$ cat config.mk
export PLATFORM = sky130hd
export DESIGN_NAME = irq_line_aggregator
export DESIGN_NICKNAME = d
export VERILOG_FILES = /design/src/rtl/irq_pkg.sv /design/src/rtl/irq_line_sync.sv /design/src/rtl/irq_line_aggregator.sv
export SDC_FILE = /design/constraint.sdc
export NUM_CORES = 1
export LEC_CHECK = 0
export ABC_AREA = 1
export CORE_ASPECT_RATIO = 1.1
export CORE_MARGIN = 5
export CORE_UTILIZATION = 49
export CTS_BUF_LIST = sky130_fd_sc_hd__clkbuf_4 sky130_fd_sc_hd__clkbuf_8
export DETAILED_ROUTE_END_ITERATION = 10
export PLACE_DENSITY = 0.81
export SLEW_MARGIN = 20
export SYNTH_ARGS = -nofsm -noshare
export SYNTH_HDL_FRONTEND = slang
export SYNTH_SLANG_ARGS = --single-unit
$ cat constraint.sdc
create_clock -name clk_i -period 2 [get_ports clk_i]
set_input_delay 0.4 -clock clk_i [delete_from_list [all_inputs] [get_ports clk_i]]
set_output_delay 0.4 -clock clk_i [all_outputs]
set_load 0.05 [all_outputs]
$ cat src/rtl/irq_pkg.sv
// Shared constants and register map for irq_line_aggregator and its line synchroniser.
package irq_pkg;

  localparam logic [31:0] CAUSE_BASE = 32'h8000_0010;
  localparam int          IRQ_MAX    = 16;
  localparam int          IDX_W      = $clog2(IRQ_MAX);

  typedef enum logic [1:0] {
    ADDR_ENABLE    = 2'd0,
    ADDR_EDGE      = 2'd1,
    ADDR_PENDING   = 2'd2,
    ADDR_INSERVICE = 2'd3
  } cfg_addr_e;

endpackage

$ cat src/rtl/irq_line_sync.sv
// One interrupt line: DEPTH-flop synchroniser followed by a rising-edge detector.
module irq_line_sync #(
  parameter int DEPTH = 2
) (
  input  logic clk_i,
  input  logic rst_i,
  input  logic line_i,
  output logic s_o,
  output logic rise_o
);

  logic [DEPTH-1:0] sync_q, sync_d;
  logic             hist_q, hist_d;

  generate
    if (DEPTH == 1) begin : g_single
      always_comb sync_d = line_i;
    end else begin : g_chain
      always_comb sync_d = {sync_q[DEPTH-2:0], line_i};
    end
  endgenerate

  always_comb hist_d = sync_q[DEPTH-1];

  always_ff @(posedge clk_i) begin
    if (rst_i) begin
      sync_q <= '0;
      hist_q <= 1'b0;
    end else begin
      sync_q <= sync_d;
      hist_q <= hist_d;
    end
  end

  assign s_o    = sync_q[DEPTH-1];
  assign rise_o = sync_q[DEPTH-1] & ~hist_q;

endmodule

$ cat src/rtl/irq_line_aggregator.sv
// Collects peripheral interrupt lines into one registered request for interrupt_controller.
// Define IRQ_AGG_SYNC_EN for SYNC_STAGES-deep synchronisers; otherwise lines get one register stage.
module irq_line_aggregator
  import irq_pkg::*;
#(
  parameter int N_IRQ       = 16,
  parameter int SYNC_STAGES = 2
) (
  input  logic             clk_i,
  input  logic             rst_i,
  input  logic [N_IRQ-1:0] irq_lines_i,
  input  logic             irq_take_i,
  input  logic [31:0]      irq_cause_i,
  input  logic             irq_ret_i,
  input  logic             cfg_we_i,
  input  logic [1:0]       cfg_addr_i,
  input  logic [N_IRQ-1:0] cfg_wdata_i,
  output logic [N_IRQ-1:0] cfg_rdata_o,
  output logic             irq_req_o,
  output logic [N_IRQ-1:0] irq_pending_o
);

`ifdef IRQ_AGG_SYNC_EN
  localparam int SYNC_DEPTH = SYNC_STAGES;
`else
  localparam int SYNC_DEPTH = 1;
`endif

  generate
    if (N_IRQ < 1 || N_IRQ > IRQ_MAX || SYNC_STAGES < 2) begin : g_param_check
      $error("irq_line_aggregator: N_IRQ must be 1..16 and SYNC_STAGES >= 2");
    end
  endgenerate

  logic [N_IRQ-1:0] s_w, rise_w;

  generate
    for (genvar gi = 0; gi < N_IRQ; gi++) begin : g_line
      irq_line_sync #(.DEPTH(SYNC_DEPTH)) u_sync (
        .clk_i  (clk_i),
        .rst_i  (rst_i),
        .line_i (irq_lines_i[gi]),
        .s_o    (s_w[gi]),
        .rise_o (rise_w[gi])
      );
    end
  endgenerate

  logic [N_IRQ-1:0] enable_q, enable_d;
  logic [N_IRQ-1:0] edge_q, edge_d;
  logic [N_IRQ-1:0] pend_edge_q, pend_edge_d;
  logic [N_IRQ-1:0] inservice_q, inservice_d;
  logic [IDX_W-1:0] active_idx_q, active_idx_d;
  logic             active_vld_q, active_vld_d;
  logic             irq_req_q, irq_req_d;

  logic [31:0]      cause_off;
  logic             take_vld;
  logic [IDX_W-1:0] take_idx;
  cfg_addr_e        cfg_addr;
  logic [N_IRQ-1:0] pending, w1c, take_oh, ret_oh;

  always_comb begin
    cause_off = irq_cause_i - CAUSE_BASE;
    take_vld  = irq_take_i & irq_cause_i[31] & (cause_off < 32'(N_IRQ));
    take_idx  = cause_off[IDX_W-1:0];
    cfg_addr  = cfg_addr_e'(cfg_addr_i);

    // Level lines mirror the synchronised input; edge lines use the latch.
    pending   = (pend_edge_q & edge_q) | (s_w & ~edge_q);

    enable_d  = enable_q;
    edge_d    = edge_q;
    w1c       = '0;
    if (cfg_we_i) begin
      case (cfg_addr)
        ADDR_ENABLE:  enable_d = cfg_wdata_i;
        ADDR_EDGE:    edge_d   = cfg_wdata_i;
        ADDR_PENDING: w1c      = cfg_wdata_i;
        default:      ;
      endcase
    end

    take_oh = '0;
    ret_oh  = '0;
    for (int i = 0; i < N_IRQ; i++) begin
      take_oh[i] = take_vld && (take_idx == IDX_W'(i));
      ret_oh[i]  = irq_ret_i && active_vld_q && (active_idx_q == IDX_W'(i));
    end

    // Rise beats clears; masking with edge_q drops the latch when a line goes level.
    pend_edge_d  = edge_q & (rise_w | (pend_edge_q & ~(take_oh | w1c)));
    // Retire the old active line before recording a same-cycle take.
    inservice_d  = (inservice_q & ~ret_oh) | take_oh;
    active_idx_d = take_vld ? take_idx : active_idx_q;
    active_vld_d = take_vld ? 1'b1 : (irq_ret_i ? 1'b0 : active_vld_q);

    irq_req_d    = (|(pending & enable_q & ~inservice_q)) & ~active_vld_q;
  end

  always_ff @(posedge clk_i) begin
    if (rst_i) begin
      enable_q     <= '0;
      edge_q       <= '0;
      pend_edge_q  <= '0;
      inservice_q  <= '0;
      active_idx_q <= '0;
      active_vld_q <= 1'b0;
      irq_req_q    <= 1'b0;
    end else begin
      enable_q     <= enable_d;
      edge_q       <= edge_d;
      pend_edge_q  <= pend_edge_d;
      inservice_q  <= inservice_d;
      active_idx_q <= active_idx_d;
      active_vld_q <= active_vld_d;
      irq_req_q    <= irq_req_d;
    end
  end

  always_comb begin
    cfg_rdata_o = '0;
    case (cfg_addr)
      ADDR_ENABLE:    cfg_rdata_o = enable_q;
      ADDR_EDGE:      cfg_rdata_o = edge_q;
      ADDR_PENDING:   cfg_rdata_o = pending;
      ADDR_INSERVICE: cfg_rdata_o = inservice_q;
      default:        cfg_rdata_o = '0;
    endcase
  end

  assign irq_req_o     = irq_req_q;
  assign irq_pending_o = pending;

endmodule

* After elaboration in Yosys (flattened, before gate mapping) *
Index checks and enable logic that the tools add are counted.

storage, ports and cells
  ROM bits = 0
  output and inout port bits = 33
  RAM bits = 0
  register bits after elaboration = 102
  bits of input ports = 71
  word-level logic and storage cells = 170
  bits in latches = 0
  memories = 0

operators by class
  $mul = 0
  muxes and demuxes = 5
  add/subtract/negate cells = 1
  eq/ne operators = 33
  shift-type cells = 0
  bitwise gates (word level) = 51
  divide/modulo/power cells = 0
  reductions and logical operators = 40
  order comparisons = 1

operators by type and width
  kind                    count
  $and 16x16->16          7
  $eq 4x4->1 const B      16
  $not 16->16             4
  $or 16x16->16           4
  $pmux 16 s4             1
  $logic_and 1x1->1       33
  $eq 4x3->1 const B      8
  $lt 32x5->1 const B     1
  $mux 16                 2
  $sub 32x32->32 const B  1
  $and 1x1->1             19
  $not 1->1               17
  $eq 4x2->1 const B      4
  $reduce_or 16->1        1
  $eq 4x1->1 const B      2
  $logic_not 4->1         2
  $eq 2x2->1 const B      2
  $reduce_and 2->1        2
  $eq 2x1->1 const B      1
  $logic_not 2->1         1
  $mux 1                  2
  $reduce_bool 2->1       1

* Longest topological paths before layout *
Gate-level depths: netlist of the first run.

  word-level depth = 9
  mapped depth = 14
  gate-level depth less buffers = 14

* Modules after synthesis *
A second synthesis of the first run with hierarchy kept.

unflattened totals
  cells, all modules = 781
  area, all modules = 5201.2 µm²

by module, submodules not included
  module               area each (µm²)  sequential area each (µm²)  cells an instance  instances
  irq_line_aggregator  4260.3           1401.3                      669                1
  irq_line_sync        58.8             40.0                        7                  16

* Least setup slack after synthesis of the first run *
Ideal clock, no wire load.

  path type = reg2out
  from = register g_line[0].u_sync.sync_q
  to = output cfg_rdata_o[0]
  path buffers = 0
  cell stages (with the launch flop) = 5
  setup slack = -482 ps
  required time = 1600 ps
  arrival = 2082 ps
  cells stage by stage = dfxtp_1 -> inv_1 -> o21ai_0 -> nand2_1 -> o2111ai_1

between the ends
  cells in the longest elaborated chain, start to end = 3

ends and longest elaborated chain
  item                        RTL line                    text
  start, declared             irq_line_sync.sv:12         logic [DEPTH-1:0] sync_q, sync_d;
  start signal, assigned      irq_line_sync.sv:30         sync_q <= sync_d;
  $and 16x16->16              irq_line_aggregator.sv:70   pending = (pend_edge_q & edge_q) | (s_w & ~edge_q);
  $or 16x16->16               irq_line_aggregator.sv:70
  named net irq_pending_o[0]  irq_line_aggregator.sv:20   output logic [N_IRQ-1:0] irq_pending_o
  $pmux 16 s4                 irq_line_aggregator.sv:123  case (cfg_addr)
  end, declared               irq_line_aggregator.sv:18   output logic [N_IRQ-1:0] cfg_rdata_o,

The timed path passes the listed nets, and every way through them passes these cells.

* Worst setup path in the final report of the first run *
  from = input cfg_addr_i[0]
  to = output cfg_rdata_o[6]

between the ends
  cells in the longest elaborated chain, start to end = 2
  elaborated cells on any way between the ends = 5
  those cells by class = eq/ne: 3; mux: 1; reduce/logical: 1

ends and longest elaborated chain
  item                                RTL line                    text
  start, declared                     irq_line_aggregator.sv:16   input logic [1:0] cfg_addr_i,
  $eq 2x2->1 (tied with other cells)  irq_line_aggregator.sv:123
  $pmux 16 s4 (*)                     irq_line_aggregator.sv:123

Every way passes the cells marked *; elsewhere a longest branch is shown, timed or not.

==> impl_metrics.csv, run 1 <==
group,metric,value,unit
drt,via_per_inst,5.46,
worst_setup_path,required,1600,ps
final_layout,area_growth,42.2,%
yosys,syn_nets,860,
worst_setup_path,slowest_stage,"clkdlybuf4s15_1",
global_route,antenna_found_initial,0,
worst_setup_path,cp-end-kind,"output port",
yosys,netlist_instances,789,
yosys,synthXorXnorAreaFrac,0.495,%
yosys,seq_area_frac_synth,38.5,%
die,rows,39,
timing,fin_skew,12.6,ps
yosys,synthMuxAreaShare,0,%
die,num_io_pins,104,
pwr,pwr_density_cell,578,mW/mm^2
drt,first_pass_iters,5,
pwr,vdd_drop_max,0.426,mV
worst_hold_path,worst_hold_path_type,"reg -> reg",
timing,slew_violations,0,
drt,first_iter_violations,468,
worst_setup_path,crit_top_cell,"buf_4",
global_route,track_usage,24.3,%
drt,routed-via-count,5925,
clock_network,htreeDepth,3,
worst_setup_path,cpLargestDelayFamily,"buffers and inverters",
timing,period_share,96.7,%
clock_network,ctsHoldBuffers,0,
place,dp.cells,1059,
timing,relSlewSlack,59.0,%
clock_network,clk_latency,380,ps
die,start_util,50.6,%
status,status,"finished clean",
worst_setup_path,crit_fanout,7,
yosys,synth_compound_gate_area_share,15.1,%
clock_network,clock_path_buffers,2,
drt,wl_per_cell,15.5,um
worst_setup_path,path_cells,"clkdlybuf4s15_1 > buf_4 > nor2_4 > buf_6 > nand2_1 > o2111ai_1 > buf_4 > buf_12",
clock_network,cts.clk_slew.worst_paths,100,ps
worst_setup_path,start_kind,"input pin",
clock_network,clock-sinks,102,
timing,timing.fmax,517,MHz
yosys,ys_ff_latch,102,
global_route,grt_max_degree,51,
drt,routed_wl,16800,um
place,io_buffers,103,
die,core_area,0.0105,mm^2
timing,hold_viol,0,
yosys,yosysWarnings,0,
worst_setup_path,cp.arrival,1530,ps
global_route,first_global_vias,5501,
yosys,synth_top_family_by_area,"simple AND/OR/NAND/NOR gates",
worst_setup_path,worst-setup-path-type,"in -> out",
final_layout,finalNonFillerCells,1086,
timing,fin_hold_ws,470,ps
drt,detail-route-antenna-nets,0,
global_route,overflow,0,
die,die_w,109,um
final_layout,n_antenna_cell,0,
yosys,yosys.area_share.simple,36.1,%
place,gp_congestion,0.957,
yosys,ys_types,32,
place,dp_hpwl,11900,um
die,die_h,119,um
yosys,netlist_area,0.00531,mm^2
drt,drc,0,
pwr,power_leakage,3.21,nW
final_layout,num-nets-final,1009,
clock_network,cts_tree,"built",
final_layout,drive_above_1_share,25.0,%
yosys,syn_area_per_cell,6.73,um^2
clock_network,cts-root-buf,"clkbuf_8",
die,die_area,0.0130,mm^2
global_route,grt_first_pass_wirelength,25700,um
flow_run,drv_cap,0,
pwr,power,4.37,mW
timing,tightest_slew,615,ps
clock_network,numCtsBuffers,9,
timing,setup_viol,0,
timing,finalCriticalPeriod,1930,ps
yosys,synth_adder_area_share,0,%
worst_setup_path,path_buf_inv,5,
worst_setup_path,slowest_delay,220,ps
==> cells by family after synthesis <==
logic type             count (synthesis)
AND/OR/NAND/NOR                      416
buffers and inverters                132
XOR/XNOR                               3
AO/OA/AOI/OAI                        136
flip-flops                           102
==> layout by cell type (no fill, tap or decap), drive strengths merged <==
cell type	count
nand4	22
nand2	171
nor2	149
o21ai	65
xor2	3
and3	1
o21bai	2
a21oi	37
dlygate4sd2	5
clkdlybuf4s50	42
clkbuf	16
dlymetal6s2s	15
dfxtp	102
buf	94
nor4	1
nor3	4
a31oi	16
or2	16
clkinv	2
inv	107
bufinv	1
o2111ai	16
clkdlybuf4s15	3
clkinvlp	1
nand3	52
==> power breakdown <==
| group | switching (mW) | internal, mW | total, mW | leakage [nW] |
|---|---|---|---|---|
| Sequential | 0.0338 | 2.09 | 2.13 | 0.832 |
| Combinational | 0.514 | 0.375 | 0.889 | 2.28 |
| Clock | 0.760 | 0.594 | 1.35 | 0.101 |
==> final cells by class <==
type                       count  area [um^2]
inverter                     104          390
fill                         764         2940
tap                          143          179
clock buffer                   9          124
clock inverter                 7         77.6
sequential                   102         2040
timing repair buffer         166         1750
multi-input combinational    555         2990
==> flip-flops by register name, indices dropped and copies added (netlist names) <==
signal                cells
active_vld_q              1
g_line.u_sync.hist_q     16
inservice_q              16
pend_edge_q              16
g_line.u_sync.s_o        16
edge_q                   16
enable_q                 16
active_idx_q              4
irq_req_o                 1
==> per-stage QoR <==
step / setup slack [ps] / instance area, um^2 / utilization, % / TNS, ps
6_report: 66.1 / 7550 / 72.0 / 0
5_1_grt: -32.3 / 7550 / 72.0 / -104
4_1_cts: -36.7 / 7310 / 69.7 / -64.0
3_5_place_dp: -533 / 7030 / 67.0 / -20200
3_3_place_gp: -512 / 7030 / 67.0 / -19440
2_1_floorplan: 43.0 / 5370 / - / 0
==> Yosys cell counts <==
library cell  instances  share of area, %
nor3_2                1              0.19
nand2_2               4              0.47
nand3_4               1              0.33
inv_2                 1             0.071
dfxtp_1             102                38
nand3_2               4              0.75
nand2_1             167                12
clkinv_1              1             0.071
buf_1                 2              0.14
nand3_1              47               4.4
nor2_4                1              0.21
o2111ai_1            16               2.6
nor2_2               14               1.6
xor2_1                3              0.49
o21ai_0              64               6.0
o21bai_1              2              0.28
and3_1                1              0.12
o21ai_1               1             0.094
or2_2                16               1.9
buf_6                 2              0.42
nor2_8                2              0.75
buf_8                 1              0.28
a31oi_1              16               1.9
nand4_2              10               2.4
nor2_1              132               9.3
nor3_1                3              0.28
nor4_1                1              0.12
nand4_1              12               1.4
a21oi_1              27               2.5
a21oi_2              10               1.6
inv_1               102               7.2
clkbuf_1             23               1.6
==> metal layers <==
metal	part of all wire [%]	vias to the layer above	wire length [um]	global-route usage [%]
met4	2.8	0	465	7.72
met5	0	-	0	0
met3	8.6	43	1440	4.98
li1	-	2849	-	-
met2	49	315	8190	41.7
met1	40	2718	6730	30.3
==> timing repair <==
item	in CTS	in global routing
setup buffers	4	4
cloned	0	3
pin swaps	9	44
gates resized for setup	32	65
endpoints found under the setup margin	52	48
==> worst paths after layout <==
kind                                           start                 endpoint  slack [ps]  cells past startpoint
worst max-delay path                   cfg_addr_i[0]           cfg_rdata_o[6]          70                      8
worst min-delay path            g_line[2].u_sync.s_o  g_line[2].u_sync.hist_q         470                      2
worst max register to register  g_line[4].u_sync.s_o                irq_req_o         430                      6
worst min register to register  g_line[2].u_sync.s_o  g_line[2].u_sync.hist_q         470                      2
==> tightest hold or removal path, cell delays in order, from the launching register on <==
cell	delay [ps]
dfxtp_1	310
inv_1	80
nor2_1	40
(Power assumes the default switching activity.)
==> run 2, diff against run 1 <==
--- a/config.mk
+++ b/config.mk
@@ -8,10 +8,10 @@
 export ABC_AREA = 1
 export CORE_ASPECT_RATIO = 1.1
 export CORE_MARGIN = 5
-export CORE_UTILIZATION = 49
+export CORE_UTILIZATION = 54
 export CTS_BUF_LIST = sky130_fd_sc_hd__clkbuf_4 sky130_fd_sc_hd__clkbuf_8
 export DETAILED_ROUTE_END_ITERATION = 10
-export PLACE_DENSITY = 0.81
+export PLACE_DENSITY = 0.85
 export SLEW_MARGIN = 20
 export SYNTH_ARGS = -nofsm -noshare
 export SYNTH_HDL_FRONTEND = slang
==> constraint.sdc (replaced) <==
create_clock -name clk_i -period 1.9 [get_ports clk_i]
set_input_delay 0.38 -clock clk_i [delete_from_list [all_inputs] [get_ports clk_i]]
set_output_delay 0.38 -clock clk_i [all_outputs]
set_load 0.05 [all_outputs]
==> run 2 against run 1 <==
  * The flow now finishes with violations (DRC)
  * Die area decreased by 8.5%
  * Critical path depth up 6
  * Clock skew grew 1.8 ps
  * Sequential share of layout area down 0.79 points
  * Critical endpoint is now pend_edge_q[2]
==> impl_metrics.csv, run 2 (synthesis gave the netlist of run 1 again) <==
group,metric,value,unit
status,status,"finished with violations",
status,violations,"DRC",
global_route,grt_first_pass_wirelength,30900,um
timing,tightest_slew,675,ps
global_route,track_usage,32.0,%
clock_network,clock-sinks,102,
flow_run,drv_cap,0,
final_layout,layout_common_cells,"nand2_1 (153), nor2_1 (107), inv_1 (100), dfxtp_1 (100), buf_4 (73)",
drt,routed_wl,20000,um
place,io_buffers,103,
worst_setup_path,crit_fanout,8,
place,dp.cells,1032,
global_route,busiest_layer,"met2",
final_layout,n_antenna_cell,0,
global_route,first_global_vias,6135,
timing,finalCriticalPeriod,1860,ps
worst_setup_path,r2r_cells,5,
die,rows,38,
global_route,grt_max_degree,53,
place,gp_congestion,0.956,
die,die_area,0.0119,mm^2
timing,fin_skew,14.4,ps
clock_network,cts-root-buf,"clkbuf_8",
die,core_area,0.00975,mm^2
global_route,antenna_found_initial,0,
pwr,seqPwrFrac,47.6,%
timing,relSlewSlack,55.0,%
worst_hold_path,hold_depth,1,
final_layout,num-nets-final,1023,
clock_network,cts_tree,"built",
clock_network,htreeDepth,3,
final_layout,finalNonFillerCells,1077,
clock_network,clk_latency,400,ps
final_layout,fillers,654,
die,num_io_pins,104,
final_layout,layout_commonest_cell,"nand2_1",
global_route,met1_usage,38.4,%
die,die_w,105,um
timing,period_share,98.0,%
worst_setup_path,required,2200,ps
die,start_util,54.5,%
global_route,use_met3,6.73,%
drt,via_per_inst,5.91,
timing,hold_viol,0,
timing,timing.fmax,537,MHz
final_layout,area_growth,46.7,%
die,die_h,114,um
worst_setup_path,worst-setup-path-type,"in -> reg",
timing,setup_ws,38.1,ps
final_layout,drive_above_1_share,30.7,%
timing,slew_violations,0,
worst_setup_path,cp.arrival,2160,ps
pwr,power_leakage,3.27,nW
pwr,vdd_drop_max,0.341,mV
pwr,switchingPower,1.57,mW
place,dp_slack,-890,ps
final_layout,final_util,79.9,%
timing,setup_viol,0,
clock_network,numCtsBuffers,9,
pwr,p_comb_share,21.2,%
final_layout,register_area,0.00204,mm^2
global_route,met2_usage,52.9,%
worst_setup_path,cp-end-kind,"flop",
final_layout,multi_input_area,0.00319,mm^2
drt,drc,2,
drt,first_iter_violations,731,
worst_setup_path,start_kind,"input pin",
pwr,pwr_density_cell,605,mW/mm^2
clock_network,clock_path_buffers,2,
clock_network,cts.clk_slew.worst_paths,120,ps
drt,routed-via-count,6362,
worst_hold_path,worst_hold_path_type,"reg -> reg",
pwr,p_sw_share,33.2,%
global_route,overflow,0,
pwr,power,4.71,mW
pwr,intPower,3.15,mW
drt,first_pass_iters,9,
pwr,clkPwrFrac,31.3,%
place,dp_hpwl,13100,um
drt,detail-route-antenna-nets,0,
worst_setup_path,reg2reg_setup_slack,270,ps
drt,wl_per_cell,18.6,um
-- run 2: cell count changes in the layout (fill, tap and decap cells not counted), sizes merged, moves of 2 or more --
cell	change
buf	+20
dlymetal6s2s	-11
clkinv	+2
clkdlybuf4s50	-4
clkdlybuf4s15	-3
clkbuf	+11
-- run 2: metal layers --
metal / wire length (um) / vias up / part of all wire [%]
met3: 2000 / 116 / 10
met4: 1240 / 0 / 6.2
li1: - / 2874 / -
met5: 0 / - / 0
met1: 7140 / 2944 / 36
met2: 9590 / 428 / 48
-- run 2: what timing repair did --
action                                 in CTS  in global routing
setup endpoints to repair                  54                 51
gates cloned                                2                  0
resized for setup                          86                 87
setup buffers                              21                  9
pin swaps                                  37                 47
endpoints found under the hold margin       0                  0
hold buffers                                0                  0
-- run 2: metrics by stage --
step | setup TNS (ps) | area [um^2] | hold WS [ps]
after floorplan | -219 | 5430 | 425
after global placement | -27710 | 7030 | 446
after detailed placement | -29570 | 7030 | 455
after CTS | 0 | 7610 | 474
after global routing | -206 | 7790 | 485
final | 0 | 7790 | 476
-- run 2: power groups by stage --
stage | combinational, mW | clock [mW] | sequential (mW)
after floorplan | 0.434 | 0 | 2.29
after global placement | 0.894 | 0 | 2.28
after detailed placement | 0.909 | 0 | 2.29
after CTS | 0.946 | 1.44 | 2.24
after global routing | 1.05 | 1.56 | 2.25
final | 0.999 | 1.47 | 2.24
-- run 2: cell type report --
class	count	share of cell area (%)
Clock buffer	9	1.59
Clock inverter	7	1.11
Inverter	104	5.01
Multi-Input combinational cell	555	41.0
Sequential cell	102	26.2
Tap cell	120	1.93
Timing Repair Buffer	180	23.1
-- run 2: worst max-delay path: stages --
cell and delay [ps]:
clkbuf_2 120, buf_6 130, nor2_4 130, nand3_2 100, nor3_2 270, nand3_2 120
nand2_2 80, nand2_2 70, nor2_4 170, buf_6 140, buf_16 130, nand4_1 150
nand2_1 110, a21oi_1 60
-- run 2: final timing paths --
check	endpoint	from
setup / recovery	pend_edge_q[2]	irq_cause_i[22]
hold / removal	irq_req_o	active_vld_q
setup reg to reg	irq_req_o	edge_q[1]
hold reg to reg	irq_req_o	active_vld_q
==> run 3, diff against run 2 <==
--- a/config.mk
+++ b/config.mk
@@ -8,10 +8,10 @@
 export ABC_AREA = 1
 export CORE_ASPECT_RATIO = 1.1
 export CORE_MARGIN = 5
-export CORE_UTILIZATION = 54
+export CORE_UTILIZATION = 35
 export CTS_BUF_LIST = sky130_fd_sc_hd__clkbuf_4 sky130_fd_sc_hd__clkbuf_8
 export DETAILED_ROUTE_END_ITERATION = 10
-export PLACE_DENSITY = 0.85
+export PLACE_DENSITY = 0.6
 export SLEW_MARGIN = 20
 export SYNTH_ARGS = -nofsm -noshare
 export SYNTH_HDL_FRONTEND = slang
==> run 3 against run 2 <==
  * The run now ends clean
  * Combinational power is essentially flat
  * Worst setup slack worse by 1.3 ps
  * Die area is 49% higher
  * Final cell count grew 7.8%
  * Count of clock-buffer cells in the layout rose by 4
  * Register-to-register slack improved by 90 ps
  * Maximum frequency about the same
  * Wire length fell by 9.2%
  * Critical endpoint is now pend_edge_q[5]
==> impl_metrics.csv, run 3 (synthesis gave the netlist of run 1 again) <==
group,metric,value,unit
timing,fin_skew,15.7,ps
timing,timing.fmax,537,MHz
worst_setup_path,slowest_stage,"nor2_4",
die,die_h,139,um
status,status,"finished clean",
drt,routed_wl,18100,um
global_route,busiest_layer,"met2",
die,die_w,127,um
global_route,track_usage,19.6,%
global_route,met2_usage,31.6,%
worst_setup_path,cp-end-kind,"flop",
die,core_area,0.0150,mm^2
worst_setup_path,cp-startpoint,"irq_cause_i[11]",
timing,slew_violations,0,
global_route,grt_max_degree,31,
timing,relSlewSlack,61.0,%
clock_network,cts-root-buf,"clkbuf_8",
drt,via_per_inst,5.01,
worst_setup_path,crit_fanout,5,
worst_setup_path,reg2reg_setup_slack,360,ps
worst_setup_path,start_kind,"input pin",
die,start_util,35.4,%
worst_setup_path,cpLargestDelayFamily,"simple AND/OR/NAND/NOR gates",
clock_network,ctsHoldBuffers,0,
timing,hold_viol,0,
timing,setup_ws,36.8,ps
worst_hold_path,worst_hold_path_type,"reg -> reg",
drt,detail-route-antenna-nets,0,
global_route,grt_first_pass_wirelength,28000,um
final_layout,layout_commonest_cell,"nand2_1",
clock_network,cts_tree,"built",
global_route,antenna_found_initial,0,
worst_setup_path,crit_top_cell,"nor2_4",
worst_setup_path,reg2reg_from,"edge_q[0]",
worst_setup_path,worst-setup-path-type,"in -> reg",
global_route,first_global_vias,5429,
final_layout,area_growth,50.4,%
drt,wl_per_cell,15.6,um
place,io_buffers,103,
clock_network,clock-sinks,102,
timing,period_share,98.1,%
pwr,power_leakage,3.30,nW
final_layout,layout_common_cells,"nand2_1 (149), nor2_1 (105), dfxtp_1 (102), inv_1 (101), buf_4 (77)",
worst_setup_path,path_buf_inv,3,
worst_setup_path,cp.arrival,2130,ps
die,num_io_pins,104,
timing,finalCriticalPeriod,1860,ps
timing,tightest_slew,579,ps
global_route,overflow,0,
final_layout,n_antenna_cell,0,
clock_network,htreeDepth,3,
flow_run,drv_cap,0,
clock_network,numCtsBuffers,9,
pwr,pwr_density_cell,572,mW/mm^2
worst_setup_path,slowest_delay,230,ps
clock_network,clk_latency,380,ps
place,dp_hpwl,13000,um
clock_network,cts.clk_slew.worst_paths,100,ps
global_route,met1_usage,26.0,%
place,dp_slack,-597,ps
final_layout,num-nets-final,1031,
final_layout,drive_above_1_share,31.6,%
drt,drc,0,
drt,first_pass_iters,5,
clock_network,clock_path_buffers,2,
worst_setup_path,required,2170,ps
timing,setup_viol,0,
timing,tns,0,ps
worst_setup_path,path_cells,"clkbuf_2 > nor2_4 > buf_6 > nand2_1 > nor2_4 > nand2_2 > xor2_1 > nand2_2 > nor2_4 > buf_12 > nand4_1 > nand2_1 > a21oi_1",
die,rows,47,
drt,routed-via-count,5818,
drt,first_iter_violations,434,
worst_hold_path,worstHoldStart,"g_line[7].u_sync.s_o",
die,die_area,0.0177,mm^2
place,gp_congestion,0.865,
global_route,use_met3,4.58,%
pwr,vdd_drop_max,0.258,mV
run 3: final timing paths:
kind | end | cells past startpoint
hold / removal | g_line[7].u_sync.hist_q | 2
setup / recovery | pend_edge_q[5] | 13
setup reg to reg | irq_req_o | 6
hold reg to reg | g_line[7].u_sync.hist_q | 2
run 3: per-layer routing:
metal  up-vias  routed length (um)
li1       2898                   -
met1      2673                7920
met2       210                8560
met3        37                1200
met4         0                 457
met5         -                   0
run 3: repair_timing:
| action | 4_1_cts | 5_1_grt |
|---|---|---|
| cloned | 4 | 2 |
| resized for setup | 100 | 95 |
| endpoints found under the setup margin | 54 | 53 |
| pin swaps | 47 | 63 |
| setup buffers | 17 | 11 |
run 3: through the flow:
stage               util, %  instances  hold slack [ps]  power, mW  instance area (um^2)
floorplan                 -        789              425       2.72                  5430
global placement       48.2       1117              442       3.22                  7230
detailed placement     48.2       1117              450       3.22                  7230
CTS                    52.1       1153              468       4.54                  7820
global route           53.3       1161              480       4.76                  7990
finish                 53.3       1161              453       4.57                  7990
run 3: where the power goes:
group	switching (mW)	internal, mW	total [mW]	leakage (nW)
clock network	0.736	0.595	1.33	0.0988
registers	0.0345	2.20	2.24	0.832
logic	0.576	0.430	1.01	2.37
run 3: area by class of cell:
| type | count | area, um^2 |
|---|---|---|
| sequential | 102 | 2040 |
| inverter | 104 | 390 |
| tap | 196 | 245 |
| multi-input combinational | 555 | 3210 |
| clock buffer | 13 | 173 |
| clock inverter | 3 | 17.5 |
| fill | 1462 | 7010 |
| timing repair buffer | 188 | 1910 |
run 3: worst reg2reg max path, cell delays in order (launching register included):
cell	delay (ps)
dfxtp_1	350
nand2_1	80
o21ai_2	100
nand3_1	120
nand4_1	150
nor4_1	530
nor3_1	90
